File: src/rtl/vcdl_scan_pkg.sv
// vcdl_scan_pkg: shared scanner state encoding, tap constants and tap clamp helper.
// Exports: TAP_W (tap width, 5), MAX_TAP (31), state_t, clamp_tap().
package vcdl_scan_pkg;

    localparam int TAP_W = 5;
    localparam logic [TAP_W-1:0] MAX_TAP = 5'd31;

    typedef enum logic [2:0] {
        S_IDLE,
        S_LOAD,
        S_SETTLE,
        S_SAMPLE,
        S_EVAL,
        S_APPLY,
        S_DONE
    } state_t;

    // Saturate a signed tap value into the legal 0..MAX_TAP range.
    function automatic logic [TAP_W-1:0] clamp_tap(input int v);
        return (v < 0) ? '0 : ((v > int'(MAX_TAP)) ? MAX_TAP : TAP_W'(v));
    endfunction

endpackage

File: src/rtl/vcdl_scan_sampler.sv
// vcdl_scan_sampler: counts SAMPLES feedback samples per tap and majority-votes a level.
// Ports: sysclk_i/rst_n_i (sync active-low), clr_i (restart for a new tap),
//        en_i (sample this cycle), fb_i (feedback bit), last_o (final sample
//        taken this cycle; level_o valid next cycle), level_o (ones > SAMPLES/2),
//        ones_o (raw ones count, only with VCDL_SCAN_HISTOGRAM_EN).
module vcdl_scan_sampler #(
    parameter int SAMPLES = 64,
    localparam int CW = $clog2(SAMPLES) + 1
) (
    input  logic          sysclk_i,
    input  logic          rst_n_i,
    input  logic          clr_i,
    input  logic          en_i,
    input  logic          fb_i,
    output logic          last_o,
    output logic          level_o
`ifdef VCDL_SCAN_HISTOGRAM_EN
    ,
    output logic [CW-1:0] ones_o
`endif
);

    logic [CW-2:0] cnt_q, cnt_d;
    logic [CW-1:0] ones_q, ones_d;

    // SAMPLES is a power of two, so the sample counter wraps back to 0 by itself.
    always_comb begin
        cnt_d  = clr_i ? '0 : (en_i ? cnt_q + (CW-1)'(1) : cnt_q);
        ones_d = clr_i ? '0 : ones_q + CW'(en_i & fb_i);
    end

    always_ff @(posedge sysclk_i) begin
        if (!rst_n_i) begin
            cnt_q  <= '0;
            ones_q <= '0;
        end else begin
            cnt_q  <= cnt_d;
            ones_q <= ones_d;
        end
    end

    assign last_o  = en_i && (cnt_q == (CW-1)'(SAMPLES - 1));
    assign level_o = ones_q > CW'(SAMPLES / 2);
`ifdef VCDL_SCAN_HISTOGRAM_EN
    assign ones_o = ones_q;
`endif

endmodule

File: src/rtl/vcdl_delay_scanner.sv
// vcdl_delay_scanner: sweeps IDELAY taps 0..31, finds the first low-to-high feedback edge, applies it.
// Ports: sysclk_i, rst_n_i (sync active-low), start_i (scan pulse), abort_i (level),
//        vcdl_fb_q_i (feedback), delay_o/load_o (IDELAY tap and load strobe),
//        busy_o, done_o, found_o, edge_tap_o.
// Option VCDL_SCAN_HISTOGRAM_EN adds hist_addr_i/hist_data_o: per-tap ones counts
// of the last scan, read with one cycle of latency.
module vcdl_delay_scanner
    import vcdl_scan_pkg::*;
#(
    parameter int SETTLE_CYCLES = 16,
    parameter int SAMPLES = 64,
    parameter int EDGE_OFFSET = 0,
    localparam int CW = $clog2(SAMPLES) + 1
) (
    input  logic             sysclk_i,
    input  logic             rst_n_i,
    input  logic             start_i,
    input  logic             abort_i,
    input  logic             vcdl_fb_q_i,
`ifdef VCDL_SCAN_HISTOGRAM_EN
    input  logic [TAP_W-1:0] hist_addr_i,
    output logic [CW-1:0]    hist_data_o,
`endif
    output logic [TAP_W-1:0] delay_o,
    output logic             load_o,
    output logic             busy_o,
    output logic             done_o,
    output logic             found_o,
    output logic [TAP_W-1:0] edge_tap_o
);

    state_t           state_q, state_d;
    logic [TAP_W-1:0] tap_q, tap_d, edge_q, edge_d, delay_q, delay_d;
    logic             prev_q, prev_d, found_q, found_d, load_q, load_d;
    logic [7:0]       settle_q, settle_d;
    logic             settle_last, s_last, s_level;
`ifdef VCDL_SCAN_HISTOGRAM_EN
    logic [CW-1:0]    s_ones;
`endif

    vcdl_scan_sampler #(.SAMPLES(SAMPLES)) u_sampler (
        .sysclk_i (sysclk_i),
        .rst_n_i  (rst_n_i),
        .clr_i    (state_q == S_LOAD),
        .en_i     (state_q == S_SAMPLE),
        .fb_i     (vcdl_fb_q_i),
        .last_o   (s_last),
        .level_o  (s_level)
`ifdef VCDL_SCAN_HISTOGRAM_EN
        ,
        .ones_o   (s_ones)
`endif
    );

    assign settle_last = settle_q == 8'(SETTLE_CYCLES - 1);

    // delay_d is set on the transition into LOAD/APPLY so the tap is valid
    // in the same cycle as the registered load strobe.
    always_comb begin
        state_d  = state_q;
        tap_d    = tap_q;
        edge_d   = edge_q;
        delay_d  = delay_q;
        prev_d   = prev_q;
        found_d  = found_q;
        settle_d = settle_q;
        case (state_q)
            S_IDLE: begin
                if (start_i) begin
                    state_d = S_LOAD;
                    tap_d   = '0;
                    prev_d  = 1'b0;
                    found_d = 1'b0;
                    edge_d  = '0;
                    delay_d = '0;
                end
            end
            S_LOAD:   state_d = S_SETTLE;
            S_SETTLE: begin
                settle_d = settle_last ? '0 : settle_q + 8'd1;
                state_d  = settle_last ? S_SAMPLE : S_SETTLE;
            end
            S_SAMPLE: state_d = s_last ? S_EVAL : S_SAMPLE;
            S_EVAL: begin
                if (s_level && !prev_q && tap_q != '0 && !found_q) begin
                    found_d = 1'b1;
                    edge_d  = tap_q;
                end
                if (tap_q != MAX_TAP) begin
                    tap_d   = tap_q + 5'd1;
                    prev_d  = s_level;
                    delay_d = tap_q + 5'd1;
                    state_d = S_LOAD;
                end else begin
                    delay_d = found_d ? clamp_tap(int'(edge_d) + EDGE_OFFSET) : '0;
                    state_d = S_APPLY;
                end
            end
            S_APPLY:  state_d = S_DONE;
            S_DONE:   state_d = S_IDLE;
            default:  state_d = S_IDLE;
        endcase
        // Abort overrides any pending load; the last loaded tap stays on delay_o.
        if (abort_i && state_q != S_IDLE && state_q != S_DONE) begin
            state_d  = S_DONE;
            found_d  = 1'b0;
            settle_d = '0;
            delay_d  = delay_q;
        end
        load_d = (state_d == S_LOAD) || (state_d == S_APPLY);
    end

    always_ff @(posedge sysclk_i) begin
        if (!rst_n_i) begin
            state_q  <= S_IDLE;
            tap_q    <= '0;
            edge_q   <= '0;
            delay_q  <= '0;
            prev_q   <= 1'b0;
            found_q  <= 1'b0;
            load_q   <= 1'b0;
            settle_q <= '0;
        end else begin
            state_q  <= state_d;
            tap_q    <= tap_d;
            edge_q   <= edge_d;
            delay_q  <= delay_d;
            prev_q   <= prev_d;
            found_q  <= found_d;
            load_q   <= load_d;
            settle_q <= settle_d;
        end
    end

`ifdef VCDL_SCAN_HISTOGRAM_EN
    logic [CW-1:0] hist_q [32];
    logic [CW-1:0] hist_data_q;

    always_ff @(posedge sysclk_i) begin
        if (!rst_n_i || (state_q == S_IDLE && start_i)) begin
            for (int i = 0; i < 32; i++) hist_q[i] <= '0;
        end else if (state_q == S_EVAL) begin
            hist_q[tap_q] <= s_ones;
        end
    end

    always_ff @(posedge sysclk_i) begin
        if (!rst_n_i) hist_data_q <= '0;
        else          hist_data_q <= hist_q[hist_addr_i];
    end

    assign hist_data_o = hist_data_q;
`endif

    assign delay_o    = delay_q;
    assign load_o     = load_q;
    assign busy_o     = state_q != S_IDLE;
    assign done_o     = state_q == S_DONE;
    assign found_o    = found_q;
    assign edge_tap_o = edge_q;

endmodule

File: config.mk
export PLATFORM = sky130hd
export DESIGN_NAME = vcdl_delay_scanner
export DESIGN_NICKNAME = d
export VERILOG_FILES = /design/src/rtl/vcdl_scan_pkg.sv /design/src/rtl/vcdl_scan_sampler.sv /design/src/rtl/vcdl_delay_scanner.sv
export SDC_FILE = /design/constraint.sdc
export NUM_CORES = 1
export LEC_CHECK = 0
export ABC_AREA = 1
export ABC_CLOCK_PERIOD_IN_PS = 1840
export CAP_MARGIN = 20
export CELL_PAD_IN_SITES_DETAIL_PLACEMENT = 1
export CELL_PAD_IN_SITES_GLOBAL_PLACEMENT = 1
export CORE_AREA = 4 4 79 81
export DETAILED_ROUTE_END_ITERATION = 8
export DIE_AREA = 0 0 83 85
export PLACE_DENSITY = 0.7
export SLEW_MARGIN = 20
export SYNTH_ARGS = -nofsm -noshare
export SYNTH_HDL_FRONTEND = slang
export SYNTH_SLANG_ARGS = --single-unit
File: constraint.sdc
create_clock -name sysclk_i -period 1.84 [get_ports sysclk_i]
set_input_delay 0.276 -clock sysclk_i [delete_from_list [all_inputs] [get_ports sysclk_i]]
set_output_delay 0.276 -clock sysclk_i [all_outputs]
set_load 0.1 [all_outputs]
Yosys cells after proc, flatten, opt, wreduce, memory -nomap -nowiden
Index checks and enable logic that the tools add are counted.
{"block": "totals", "rom_bits": 0, "input_bits": 5, "ramBits": 0, "memories": 0, "reg_bits": 42, "output_inout_bits": 14, "latch_bits": 0}
{"block": "op_classes", "magnitude_cmp": 3, "n_addsub": 4, "multipliers": 0, "mux": 24, "n_eq_ne": 14, "bitwise": 3, "n_shift": 0, "div": 0, "n_reduce_logical": 18}
{"op": "2-to-1 mux 5 bit", "count": 8}
{"op": "one-hot mux 5 bit (2 select lines)", "count": 3}
{"op": "one-hot mux 3 bit (6 select lines)", "count": 1}
{"op": "== test 3 bit, second input constant", "count": 4}
{"op": "2-to-1 mux 3 bit", "count": 4}
{"op": "adder 8 x 1 -> 8 bit, second input constant", "count": 1}
{"op": "== test 8 x 4 -> 1 bit, second input constant", "count": 1}
{"op": "2-to-1 mux 8 bit", "count": 1}
{"op": "adder 7 bit", "count": 1}
{"op": "greater-than comparator 7 x 6 -> 1 bit, second input constant", "count": 1}
{"op": "adder 6 x 1 -> 6 bit, second input constant", "count": 1}
{"op": "== test 3 x 1 -> 1 bit, second input constant", "count": 2}
{"op": "== test 3 x 2 -> 1 bit, second input constant", "count": 2}
{"op": "== test 6 bit, second input constant", "count": 1}
{"op": "logical AND 1 bit", "count": 6}
{"op": "AND reduction 3 bit", "count": 2}
{"op": "adder 5 x 1 -> 5 bit, second input constant", "count": 1}
{"op": "greater-than comparator 5 bit, second input constant", "count": 1}
{"op": "< comparator 5 x 1 -> 1 bit, second input constant", "count": 1}
{"op": "2-to-1 mux 1 bit", "count": 5}
{"op": "inequality test 5 bit, second input constant", "count": 1}
{"op": "nonzero test 5 bit", "count": 1}
{"op": "inequality test 2 bit, second input constant", "count": 2}
{"op": "one-hot mux 1 bit (2 select lines)", "count": 2}
{"op": "other kinds (10)", "count": 13}

Depth between registers and ports, before layout
{"block": "logic_depth", "depth_word": 12, "ltp_mapped": 13, "depth_no_buf": 13}

By module
From an unflattened synthesis, not the netlist that was laid out.
{"block": "hier_totals", "hier_cells": 301, "area_unflattened_um2": 2183.3}
{"mod": "vcdl_delay_scanner", "seq_area_each_um2": 580.6, "n_inst": 1, "area_per_inst_um2": 1564.0, "cells_per_inst": 221}
{"mod": "vcdl_scan_sampler", "seq_area_each_um2": 260.2, "n_inst": 1, "area_per_inst_um2": 619.3, "cells_per_inst": 80}

Least setup slack after synthesis
No wires, ideal clock.
{"block": "synth_path", "path_kind": "reg2reg", "startpoint": "register found_q (netlist: found_o)", "endpoint": "register delay_q[4] (netlist: delay_o[4])", "arrival_ns": 1.687, "slack_ns": 0.078, "stages_incl_launch_ff": 7, "path_buffers": 0, "required_time_ns": 1.766, "path_cell_list": "dfxtp_1 inv_1 o21ai_0 inv_1 nor2_1 nand2_1 a31oi_1"}
{"block": "synth_between", "elab_chain_len": 10, "word_cells_on_any_way": 13, "cone_classes": "2 x order compare; 9 x mux; 2 x reduce/logical"}
{"element": "from (decl)", "line": "vcdl_delay_scanner.sv:34", "source": "logic prev_q, prev_d, found_q, found_d, load_q, load_d;"}
{"element": "from (signal assigned)", "line": "vcdl_delay_scanner.sv:129", "source": "found_q <= found_d;"}
{"element": "logical NOT 1 bit", "line": "vcdl_delay_scanner.sv:85", "source": "if (s_level && !prev_q && tap_q != '0 && !found_q) begin"}
{"element": "logical AND 1 bit", "line": "vcdl_delay_scanner.sv:85"}
{"element": "2-to-1 mux 5 bit", "line": "vcdl_delay_scanner.sv:85"}
{"element": "2-to-1 mux 5 bit", "line": "vcdl_delay_scanner.sv:67", "source": "case (state_q)"}
{"element": "greater-than comparator 5 bit", "line": "vcdl_scan_pkg.sv:20", "source": "return (v < 0) ? '0 : ((v > int'(MAX_TAP)) ? MAX_TAP : TAP_W'(v));"}
{"element": "2-to-1 mux 5 bit (2 in series)", "line": "vcdl_scan_pkg.sv:20"}
{"element": "2-to-1 mux 5 bit *", "line": "vcdl_delay_scanner.sv:95", "source": "delay_d = found_d ? clamp_tap(int'(edge_d) + EDGE_OFFSET) : '0;"}
{"element": "2-to-1 mux 5 bit *", "line": "vcdl_delay_scanner.sv:89", "source": "if (tap_q != MAX_TAP) begin"}
{"element": "one-hot mux 5 bit (2 select lines) *", "line": "vcdl_delay_scanner.sv:67"}
{"element": "to (signal assigned)", "line": "vcdl_delay_scanner.sv:127", "source": "delay_q <= delay_d;"}
{"element": "to (decl)", "line": "vcdl_delay_scanner.sv:33", "source": "logic [TAP_W-1:0] tap_q, tap_d, edge_q, edge_d, delay_q, delay_d;"}
Every way passes the cells marked *; elsewhere a longest branch is shown, timed or not. The select of a mux whose other input is x is not followed.
A chain may end at the register's enable or synchronous reset.

Worst setup path in the final report
{"block": "layout_path", "startpoint": "register state_q[2]", "endpoint": "register u_sampler.ones_q[6]"}
{"block": "layout_between", "elab_chain_len": 3, "word_cells_on_any_way": 5, "cone_classes": "1 x add/sub; 2 x eq/ne; 1 x bitwise; 1 x reduce/logical"}
{"element": "from (decl)", "line": "vcdl_delay_scanner.sv:32", "source": "state_t state_q, state_d;"}
{"element": "from (signal assigned)", "line": "vcdl_delay_scanner.sv:124", "source": "state_q <= state_d;"}
{"element": "== test 3 x 2 -> 1 bit", "line": "vcdl_delay_scanner.sv:45", "source": ".en_i (state_q == S_SAMPLE),"}
{"element": "bitwise AND 1 bit", "line": "vcdl_scan_sampler.sv:29", "source": "ones_d = clr_i ? '0 : ones_q + CW'(en_i & fb_i);"}
{"element": "adder 7 bit", "line": "vcdl_scan_sampler.sv:29"}
{"element": "to (signal assigned)", "line": "vcdl_scan_sampler.sv:38", "source": "ones_q <= ones_d;"}
{"element": "to (decl)", "line": "vcdl_scan_sampler.sv:24", "source": "logic [CW-1:0] ones_q, ones_d;"}
Parallel ways exist; a longest one is shown, timed or not.

==> results.sh <==
export IMPL_run_status="completed"
export IMPL_synthDistinctLibCells=28
export IMPL_regArea_um2=846
export IMPL_final_nets=323
export IMPL_rrSetupSlack_ps=80
export IMPL_hold_path_startpoint="prev_q$_SDFFE_PN0P_"
export IMPL_grt_overflow_total=0
export IMPL_clk_path_buf_depth=2
export IMPL_slowest_stage="dfxtp_4"
export IMPL_cts_buffers=5
export IMPL_syn_nets=292
export IMPL_synthesis_area_um2=2010
export IMPL_die_w_um=83
export IMPL_min_to="prev_q$_SDFFE_PN0P_"
export IMPL_finalHoldViolCount=0
export IMPL_cp_cell_sequence="inv_4, nand2_4, nor2_4, inv_2, nor2_2, ha_2, ha_4, nand2_2, nor2_2, inv_2, nor2_4, a21oi_2, nor3_1"
export IMPL_internal_power_mw=1.64
export IMPL_grtUsageTotal=0.144
export IMPL_rr_endpoint="u_sampler.ones_q[6]$_SDFF_PP0_"
export IMPL_end_kind="register"
export IMPL_h_tree_depth=2
export IMPL_grt_pass1_wl_um=8410
export IMPL_p_sw_frac=0.447
export IMPL_cp_start_kind="register"
export IMPL_area_growth_pct=22.7
export IMPL_rsz0062_at_grt="true"
export IMPL_seqPwrFrac=0.365
export IMPL_globalplace_congestion=0.750
export IMPL_via_per_inst=4.75
export IMPL_rows=27
export IMPL_ys_seq_area_frac=0.419
export IMPL_die_h_um=85
export IMPL_syn_area_per_cell_um2=7.16
export IMPL_crit_arrival_ps=1980
export IMPL_nFillCells=694
export IMPL_drtAntennaViolNets=0
export IMPL_diodes=0
export IMPL_fin_crit_sh=0.959
export IMPL_clock_latency_ps=290
export IMPL_layout_setup_ws_ps=76.3
export IMPL_cp_max_fo=4
export IMPL_hp_class="reg2reg"
export IMPL_io_pins=19
export IMPL_max_slew_margin=0.756
export IMPL_antenna_found_initial=0
export IMPL_fmax_ghz=0.567
export IMPL_cts_sinks=42
export IMPL_die_area_um2=7060
export IMPL_path_clk_slew_ps=80
export IMPL_grt_pass1_vias=1924
export IMPL_maxCapViolations=0
export IMPL_p_clk_frac=0.189
export IMPL_fin_crit_ps=1760
export IMPL_worst_slew_pin_slew_ps=366
export IMPL_synth_yosys_warnings=0
export IMPL_multi_input_area_um2=1070
export IMPL_leakagePower_nw=0.965
export IMPL_drtIter0Drc=50
export IMPL_hold_slack_ps=466
export IMPL_grt_max_degree=14
export IMPL_ys_ff_latch=42
export IMPL_path_class="reg2reg"
export IMPL_post_place_ws_ps=-60.1
export IMPL_wl_per_cell_um=12.5
export IMPL_switching_power_mw=1.33
export IMPL_rr_worst_depth=13
export IMPL_ir_drop_mv=0.800
export IMPL_cp_required_ps=2050
export IMPL_first_pass_iters=4
export IMPL_max_stage_delay_ps=370
export IMPL_worst_r2r_startpoint="state_q[2]$_SDFF_PN0_"
export IMPL_power_density_nw_per_um2=1210
export IMPL_skew_ps=3.54
export IMPL_initial_core_util=0.366
export IMPL_hpwl_um=3550
export IMPL_pwr_share_comb=0.445
export IMPL_core_area_um2=5470
export IMPL_final_max_slew_viol_count=0
export IMPL_final_common_cell="nand2_1"
export IMPL_vias=1820
export IMPL_layout_common_cells="nand2_1, dfxtp_1, nor2_1, inv_1, a21oi_1"
export IMPL_port_buffers=18
export IMPL_worstHoldPathCells=2
export IMPL_clock_root_buffer="clkbuf_8"
export IMPL_drc_errors=0
export IMPL_wl_um=4780
export IMPL_critPathLaunch="state_q[2]$_SDFF_PN0_"
export IMPL_setup_viol=0
export IMPL_syn_inst=280
export IMPL_cts_tree="done"
export IMPL_layout_drive_gt1_share=0.199
[flip-flops by register name, indices dropped and copies added, names as in the netlist]
register,flops
settle_q,8
u_sampler.ones_q,7
u_sampler.cnt_q,6
delay_o,5
edge_tap_o,5
tap_q,5
state_q,3
found_o,1
load_o,1
prev_q,1
[through the flow]
stage | TNS [ps] | instance area (um^2) | util | cells | power [mW]
floorplan | 0 | 2010 | - | 280 | 2.03
global placement | -12.4 | 2290 | 0.419 | 372 | 2.37
detailed placement | -60.1 | 2290 | 0.419 | 372 | 2.38
CTS | 0 | 2370 | 0.433 | 379 | 2.96
global route | -53.8 | 2460 | 0.450 | 383 | 3.19
finish | 0 | 2460 | 0.450 | 383 | 2.98
[critical path, delay by kind of cell, from the launching register on]
family,cells,cell delay (ps)
DFF,1,370
adders and majority gates,2,340
buffers and inverters,3,180
AOI/OAI and AO/OA,1,70
and+or+nand+nor,7,730
[cells by family (layout without fill, tap and decap cells)]
logic type | count (synthesis) | in the layout | share of synthesized area
xor gates and xnor gates | 5 | 5 | 0.0218
AOI/OAI and AO/OA | 40 | 40 | 0.105
and+or+nand+nor | 145 | 145 | 0.333
adders and majority gates | 7 | 7 | 0.0437
DFF | 42 | 42 | 0.419
buffers and inverters | 41 | 72 | 0.0774
[cell type report]
cell class | instances | area share
Sequential cell | 42 | 0.344
Clock buffer | 7 | 0.0310
Timing Repair Buffer | 27 | 0.0966
Tap cell | 72 | 0.0366
Multi-Input combinational cell | 197 | 0.433
Inverter | 38 | 0.0590
[Yosys cell counts]
master / n / share of area
nand3_1: 18 / 0.045
nand2_1: 61 / 0.11
and3_1: 1 / 0.0031
or2_1: 1 / 0.0031
o2111ai_1: 1 / 0.0044
xor2_1: 4 / 0.017
o21ai_0: 10 / 0.025
inv_1: 32 / 0.060
or2_2: 3 / 0.0094
o21ai_1: 2 / 0.0050
a31oi_1: 1 / 0.0031
inv_2: 6 / 0.011
nor2_4: 2 / 0.011
ha_1: 7 / 0.044
a21oi_1: 24 / 0.060
buf_2: 1 / 0.0025
nor2_2: 5 / 0.016
o211ai_1: 2 / 0.0075
nand2_2: 3 / 0.0094
nor3b_1: 6 / 0.022
xnor2_1: 1 / 0.0044
nor4_1: 1 / 0.0031
clkbuf_1: 2 / 0.0037
nor2_1: 35 / 0.066
dfxtp_1: 42 / 0.42
nor3_1: 6 / 0.015
nand4_1: 2 / 0.0062
nor2_8: 1 / 0.010
[power groups by stage]
| stage | clock (mW) | sequential [mW] | combinational [mW] |
|---|---|---|---|
| after CTS | 0.590 | 1.08 | 1.29 |
| after floorplan | 0 | 1.40 | 0.631 |
| after global placement | 0 | 1.10 | 1.27 |
| after detailed placement | 0 | 1.10 | 1.29 |
| after global routing | 0.635 | 1.11 | 1.45 |
| final | 0.563 | 1.09 | 1.33 |
[layer usage]
metal	global-route usage	part of all wire
met2	0.243	0.47
met4	0.0535	0.017
met3	0.0359	0.025
met1	0.178	0.48
met5	0	0
[worst max path at each step]
stage / to / slack (ps) / cells past startpoint
global placement: u_sampler.ones_q[6]$_SDFF_PP0_ / -10 / 11
global route: u_sampler.ones_q[6]$_SDFF_PP0_ / -50 / 13
finish: u_sampler.ones_q[6]$_SDFF_PP0_ / 80 / 13
floorplan: delay_o[4]$_SDFFE_PN0P_ / 80 / 6
CTS: u_sampler.ones_q[6]$_SDFF_PP0_ / 6 / 12
detailed placement: u_sampler.ones_q[6]$_SDFF_PP0_ / -60 / 11
[timing repair]
item	CTS	global route
resized for setup	2	23
setup endpoints to repair	1	11
buffers inserted	0	4
pin swaps	0	6
hold buffers	0	0
Note: power is estimated with default switching activity, not from simulation.
